**src/rtl/button_debounce.sv**
```systemverilog
// Two-flop synchroniser, per-button stability-counter debouncer, press/release strobes and sticky event flags.
// Optional macro BTN_DEBOUNCE_RELEASE_EVT_EN: release strobes also set event_pending.
module button_debounce #(
  parameter int N_BTN           = 4,
  parameter int DEBOUNCE_CYCLES = 1000000,
  parameter int CNT_W           = 20
) (
  input  logic             clk,
  input  logic             rst,
  input  logic [N_BTN-1:0] btn_raw,
  output logic [N_BTN-1:0] btn_clean,
  output logic [N_BTN-1:0] btn_rise,
  output logic [N_BTN-1:0] btn_fall,
  output logic [N_BTN-1:0] event_pending,
  input  logic [N_BTN-1:0] event_clr
);

  localparam logic [CNT_W-1:0] CNT_LAST = CNT_W'(DEBOUNCE_CYCLES - 1);

  logic [N_BTN-1:0] s1;
  logic [N_BTN-1:0] s2;
  logic [CNT_W-1:0] cnt [N_BTN];
  logic [N_BTN-1:0] evt_set;

  // s1 may go metastable; only s2 is consumed past this point.
  // NOTE: sequential state uses non-blocking assignments so every flop samples pre-edge values.
  always_ff @(posedge clk or negedge rst) begin
    if (!rst) begin
      s1 <= '0;
      s2 <= '0;
    end else begin
      s1 <= btn_raw;
      s2 <= s1;
    end
  end

  // NOTE: the counter array is reset too, so a reset mid-count discards any partial count.
  always_ff @(posedge clk or negedge rst) begin
    if (!rst) begin
      btn_clean <= '0;
      btn_rise  <= '0;
      btn_fall  <= '0;
      for (int i = 0; i < N_BTN; i++) cnt[i] <= '0;
    end else begin
      btn_rise <= '0;
      btn_fall <= '0;
      for (int i = 0; i < N_BTN; i++) begin
        if (s2[i] == btn_clean[i]) begin
          cnt[i] <= '0;
        end else if (cnt[i] == CNT_LAST) begin
          btn_clean[i] <= s2[i];
          btn_rise[i]  <= s2[i];
          btn_fall[i]  <= ~s2[i];
          cnt[i]       <= '0;
        end else begin
          cnt[i] <= cnt[i] + CNT_W'(1);
        end
      end
    end
  end

`ifdef BTN_DEBOUNCE_RELEASE_EVT_EN
  assign evt_set = btn_rise | btn_fall;
`else
  assign evt_set = btn_rise;
`endif

  // Set has priority over a simultaneous clear so no event is ever lost.
  always_ff @(posedge clk or negedge rst) begin
    if (!rst) event_pending <= '0;
    else      event_pending <= (event_pending & ~event_clr) | evt_set;
  end

endmodule

```
**config.mk**
```make
export PLATFORM = sky130hd
export DESIGN_NAME = button_debounce
export DESIGN_NICKNAME = d
export VERILOG_FILES = /design/src/rtl/button_debounce.sv
export SDC_FILE = /design/constraint.sdc
export NUM_CORES = 1
export LEC_CHECK = 0
export ABC_AREA = 0
export CAP_MARGIN = 20
export CORE_MARGIN = 5
export CORE_UTILIZATION = 40
export CTS_BUF_LIST = sky130_fd_sc_hd__clkbuf_16
export DETAILED_ROUTE_END_ITERATION = 12
export PLACE_DENSITY = 0.67
export SLEW_MARGIN = 20
export SYNTH_ARGS = -nofsm -noshare
export SYNTH_HDL_FRONTEND = slang
export SYNTH_SLANG_ARGS = --single-unit
```
**constraint.sdc**
```tcl
create_clock -name clk -period 1.9 [get_ports clk]
set_input_delay 0.475 -clock clk [delete_from_list [all_inputs] [get_ports clk]]
set_output_delay 0.475 -clock clk [all_outputs]
set_load 0.01 [all_outputs]
```
==> metrics.cfg, run 1 <==
[run_status]
status = finished with violations
violations = setup timing

[logic_synthesis]
synth_mux_area_share_pct = 0.9404
synthSimpleGateAreaFrac_pct = 23.98
yosys-top-cells-count = 104 x dfrtp_1, 58 x nor2_1, 30 x nand3_1
synth-compound-area-share_pct = 7.811
synthTopCellsByArea = dfrtp_1 54%, xnor2_1 4.8%, xor2_1 4.6%
yosys_warnings = 0
synth_top_flop_cell = dfrtp_1
ys_seq_area_share_pct = 54.34
netlist_area_mm2 = 0.004790
synth-xor-area-share_pct = 9.326
synth_fa_ha_area_share_pct = 1.045
synth_top_family_by_area = simple AND/OR/NAND/NOR gates
synth_top_area_share_pct = 54.34
syn_avg_cell_area_um2 = 10.34
syn-instance-count = 463
synth_edf_count = 0
synth.net_count = 477
synthDistinctLibCells = 40
synthArstFlopShare_pct = 100.0
synth_seq_cells = 104
synth_top_area_cell = dfrtp_1
post-synth-top-count-cell = dfrtp_1

[route]
ant_nets = 0
wl_um = 9865
via_count = 3696
drt_iter0_markers = 292
vias_per_cell = 5.380
drt_pass1_iterations = 4
drcViolationCount = 0
wl_per_cell_um = 14.36

[sta]
setup-violations-final = 18
hold_slack_ps = 350.6
final.setup.tns_ps = -662.8
fin_crit_sh_pct = 102.7
max_slew_margin_pct = 73.73
period_minus_slack_ps = 1951
layout_setup_ws_ps = -50.88
fmax_mhz = 512.6
slew_violations = 0
tightest_slew_ps = 390.5
finalHoldViolCount = 0
worst_clock_skew_ps = 5.906
rsz0062_at_grt = yes

[cells_and_area]
n_antenna_cell = 0
final_cells = 687
layout-drive-gt1-share_pct = 19.81
syn_to_final_growth_pct = 26.15
layout.nets = 549

[clock_network]
cts_tree = done
cts.sinks = 104
clock_latency_ps = 350
cts.path.max_buffers = 2
htree_levels = 3
path_clk_slew_ps = 70
numCtsBuffers = 9
clockRootBuffer = clkbuf_16

[worst_setup_path]
critical_path_buf_inv_count = 1
critical_path.top_delay_family = simple AND/OR/NAND/NOR gates
crit_start = cnt[50]
reg2reg_from = cnt[50]
cp_cell_sequence = or4_4, nor4_4, a31o_4, clkbuf_16, nor2_1
arrival_ps = 2190
critPathLaunchType = flip-flop
critPathKind = reg2reg
cp_slowest_cell = or4_4
cp_data_required_time_ps = 2140
cp_max_fo = 10
slowest_delay_ps = 560
cp-end-kind = flip-flop

[grt]
grt_overflow = 0
grt_pass1_vias = 3608
grt_max_degree = 58
antenna_found_initial = 0
grt_use_total_pct = 14.09
grt_pass1_wl_um = 16570

[min_path]
min-delay-path-class = reg2reg
worstHoldStart = s1[1]

[pwr]
max-vdd-ir-drop_mv = 0.4323
p_per_area_mw_per_mm2 = 698.7
leakagePower_uw = 0.002501

[placed_design]
dp.cells = 665
portBuffers = 25
dp_slack_ps = -81.27
dp_hpwl_um = 6437
gp_congestion = 0.8503

[die]
initial_utilization_pct = 40.38
fp.dieH_um = 119.4
die-area_mm2 = 0.01426
die_w_um = 119.4
num_rows = 40
ioPinCount = 26
core_area_mm2 = 0.01186

[run]
cap_viol_max_count = 0

==> layout by cell type, fill, tap and decap left out, types with 18 or more instances in the layout <==
master             n
a21oi_1           18
buf_4             40
clkdlybuf4s50_1   24
dfrtp_1          103
xnor2_1           26
nand3_1           29
nand4_1           18
inv_1             20
xor2_1            25
nor2_1            54
nand2_1           22
==> final timing paths <==
| path | cells after the start | slack [ps] | end |
|---|---|---|---|
| worst max-delay path | 5 | -50 | cnt[48] |
| worst min-delay path | 0 | 350 | s2[1] |
| worst max register to register | 5 | -50 | cnt[48] |
| worst min register to register | 0 | 350 | s2[1] |
| max in group asynchronous | 3 | 870 | cnt[51] |
| min in group asynchronous | 2 | 500 | cnt[22] |
==> power breakdown <==
group,switching (uW),internal [uW]
clock network,860,903
registers,25.8,2240
logic,107,84.8
total,993,3230
==> sequential cells by signal, indices dropped and copies added, names as in the netlist <==
register       count
s1                 4
cnt               80
btn_fall           4
event_pending      4
btn_rise           4
s2                 4
btn_clean          4
==> layout make-up <==
class / instances / area (um^2)
clock buffers: 9 / 225.2
inverters: 20 / 75.07
well taps: 147 / 183.9
clock inverters: 7 / 57.56
fillers: 1057 / 5819
repair buffers: 71 / 680.7
multi-input cells: 329 / 2216
flip-flops and latches: 104 / 2604
==> repair_timing <==
action                     CTS  global route
hold endpoints to repair     8             0
setup buffers                0             3
setup endpoints to repair   23            34
gates cloned                 0             2
resized for setup            4            27
hold buffers                 1             0
pin swaps                    0             7
==> worst register-to-register path, stage by stage (launching register included) <==
cell and delay, ps:
dfrtp_1 420, or4_4 560, nor4_4 370, a31o_4 270, clkbuf_16 170, nor2_1 50
==> routing by layer <==
metal / global-route usage [%] / vias to the layer above / routed length [um]
li1: - / 1792 / -
met1: 18.08 / 1826 / 4395
met2: 22.61 / 62 / 4919
met3: 4.653 / 16 / 387
met4: 4.510 / 0 / 162
met5: 0 / - / 0
==> cells by family (layout without fill, tap and decap cells) <==
| kind of cell | after synthesis | in the layout |
|---|---|---|
| DFF | 104 | 104 |
| buffers and inverters | 30 | 107 |
| and+or+nand+nor | 212 | 212 |
| AOI/OAI and AO/OA | 58 | 58 |
| muxes | 4 | 4 |
| adders and majority gates | 4 | 4 |
| xor gates and xnor gates | 51 | 51 |
==> per-stage QoR <==
stage,cell area [um^2],util (%),power (uW)
after global routing,6042,50.94,4401
after global placement,5535,46.67,2483
after detailed placement,5535,46.67,2487
final,6042,50.94,4222
after CTS,5851,49.32,4251
after floorplan,4807,-,2371
No activity file was read; power rests on OpenSTA's default activity.
==> run 2: changes to the inputs <==
- PLACE_DENSITY: 0.67 -> default
- PLACE_DENSITY_LB_ADDON: default -> 0.3
==> metrics.cfg, run 2 (synthesized netlist as in run 1, its figures left out) <==
[run_status]
status = finished clean

[min_path]
min-delay-path-class = in2async

[sta]
fmax_mhz = 548.8
slew_violations = 0
max_slew_margin_pct = 63.35
setup-violations-final = 0
period_minus_slack_ps = 1822
tightest_slew_ps = 549.7
fin_crit_sh_pct = 95.90
rsz0062_at_grt = yes
worst_clock_skew_ps = 8.416
finalHoldViolCount = 0
final.setup.tns_ps = 0

[worst_setup_path]
critPathKind = reg2reg
r2r_end = cnt[59]
critPathLaunchType = flip-flop
path_depth = 6
critical_path_buf_inv_count = 2
cp-end-kind = flip-flop
arrival_ps = 2050
critical_path.top_delay_family = simple AND/OR/NAND/NOR gates
rrSetupSlack_ps = 80
cp_data_required_time_ps = 2130
rr_worst_depth = 6
reg2reg_from = cnt[46]
cp_cell_sequence = buf_4, or4_4, nor4_4, a31o_2, buf_12, a21oi_1
slowest_delay_ps = 420
cp_slowest_cell = or4_4
cp_max_fo = 20

[grt]
grtUsageMet3_pct = 4.701
grt_use_met1_pct = 17.74
grt_use_total_pct = 13.81
grt_util_met2_pct = 21.97
grt_pass1_vias = 3621
grt.busiest_layer = met2
grt_overflow = 0
grt_pass1_wl_um = 16300
grt_max_degree = 105
antenna_found_initial = 0

[clock_network]
cts_tree = done
cts.path.max_buffers = 2
path_clk_slew_ps = 70
postCtsHoldBufs = 0
cts.sinks = 104
clockRootBuffer = clkbuf_16
numCtsBuffers = 9
htree_levels = 3
clock_latency_ps = 350

[die]
ioPinCount = 26
die-area_mm2 = 0.01426
initial_utilization_pct = 40.38
fp.dieH_um = 119.4
die_w_um = 119.4
num_rows = 40
core_area_mm2 = 0.01186

[route]
drt_pass1_iterations = 4
wl_um = 9194
via_count = 3659
drt_iter0_markers = 202
wl_per_cell_um = 13.27
drcViolationCount = 0
vias_per_cell = 5.280
ant_nets = 0

[cells_and_area]
layout.nets = 555
layout-drive-gt1-share_pct = 18.68
n_antenna_cell = 0
largest-register = cnt
final_cells = 693
final_common_cell = dfrtp_1
final_cell_mix = 104 x dfrtp_1, 58 x nor2_1, 51 x buf_4, 28 x nand3_1, 26 x xnor2_1
largest_register_ffs = 80
syn_to_final_growth_pct = 23.95
nFillCells = 1069

[placed_design]
gp_congestion = 0.8564
dp_hpwl_um = 6068
portBuffers = 25
dp.cells = 669

[pwr]
p_per_area_mw_per_mm2 = 688.3
p_total_uw = 4087
leakagePower_uw = 0.002499
max-vdd-ir-drop_mv = 0.6208

[run]
cap_viol_max_count = 0

[run 2: worst max path at each step]
stage / slack (ps) / start / endpoint
floorplan: 2 / cnt[20] / cnt[38]
global placement: -7 / cnt[52] / btn_clean[1]
detailed placement: -30 / cnt[47] / cnt[58]
CTS: 20 / cnt[10] / cnt[17]
global route: -40 / cnt[32] / cnt[32]
finish: 80 / cnt[46] / cnt[59]
[run 2: final cells by class]
| class | instances | area [um^2] | area share [%] |
|---|---|---|---|
| clock inverter | 7 | 32.53 | 0.5479 |
| timing repair buffer | 77 | 663.1 | 11.17 |
| tap | 147 | 183.9 | 3.098 |
| sequential | 104 | 2603 | 43.84 |
| clock buffer | 9 | 225.2 | 3.793 |
| inverter | 20 | 75.07 | 1.264 |
| multi-input combinational | 329 | 2155 | 36.29 |
[run 2: timing repair]
item	in CTS	in global routing
cloned	0	0
gates resized for setup	3	13
pin swaps	0	5
endpoints found under the setup margin	7	32
setup buffers	0	8
[run 2: metal layers]
layer	up-vias	share of wire [%]	wire length (um)
met5	-	0	0
met4	0	1.8	170
met3	15	3.6	334
met2	37	47	4361
met1	1809	47	4328
li1	1798	-	-
[run 2: stage by stage]
step	setup WS, ps	cell area [um^2]	util [%]	hold WS (ps)
after floorplan	2.032	4807	-	179.4
after global placement	-7.239	5540	46.71	332.0
after detailed placement	-34.81	5540	46.71	338.1
after CTS	15.16	5812	49.00	207.8
after global routing	-39.39	5937	50.05	237.6
final	77.85	5937	50.05	174.7
[run 2: where the power goes]
part	internal, uW	total (uW)	switching [uW]
sequential	2240	2270	26.5
combinational	79.2	180	101
clock	864	1640	773
==> run 3: changes to the inputs <==
- GPL_ROUTABILITY_DRIVEN: default -> 0
==> results of run 3 <==
The final DEF is identical to that of run 2; final timing and power are the same.
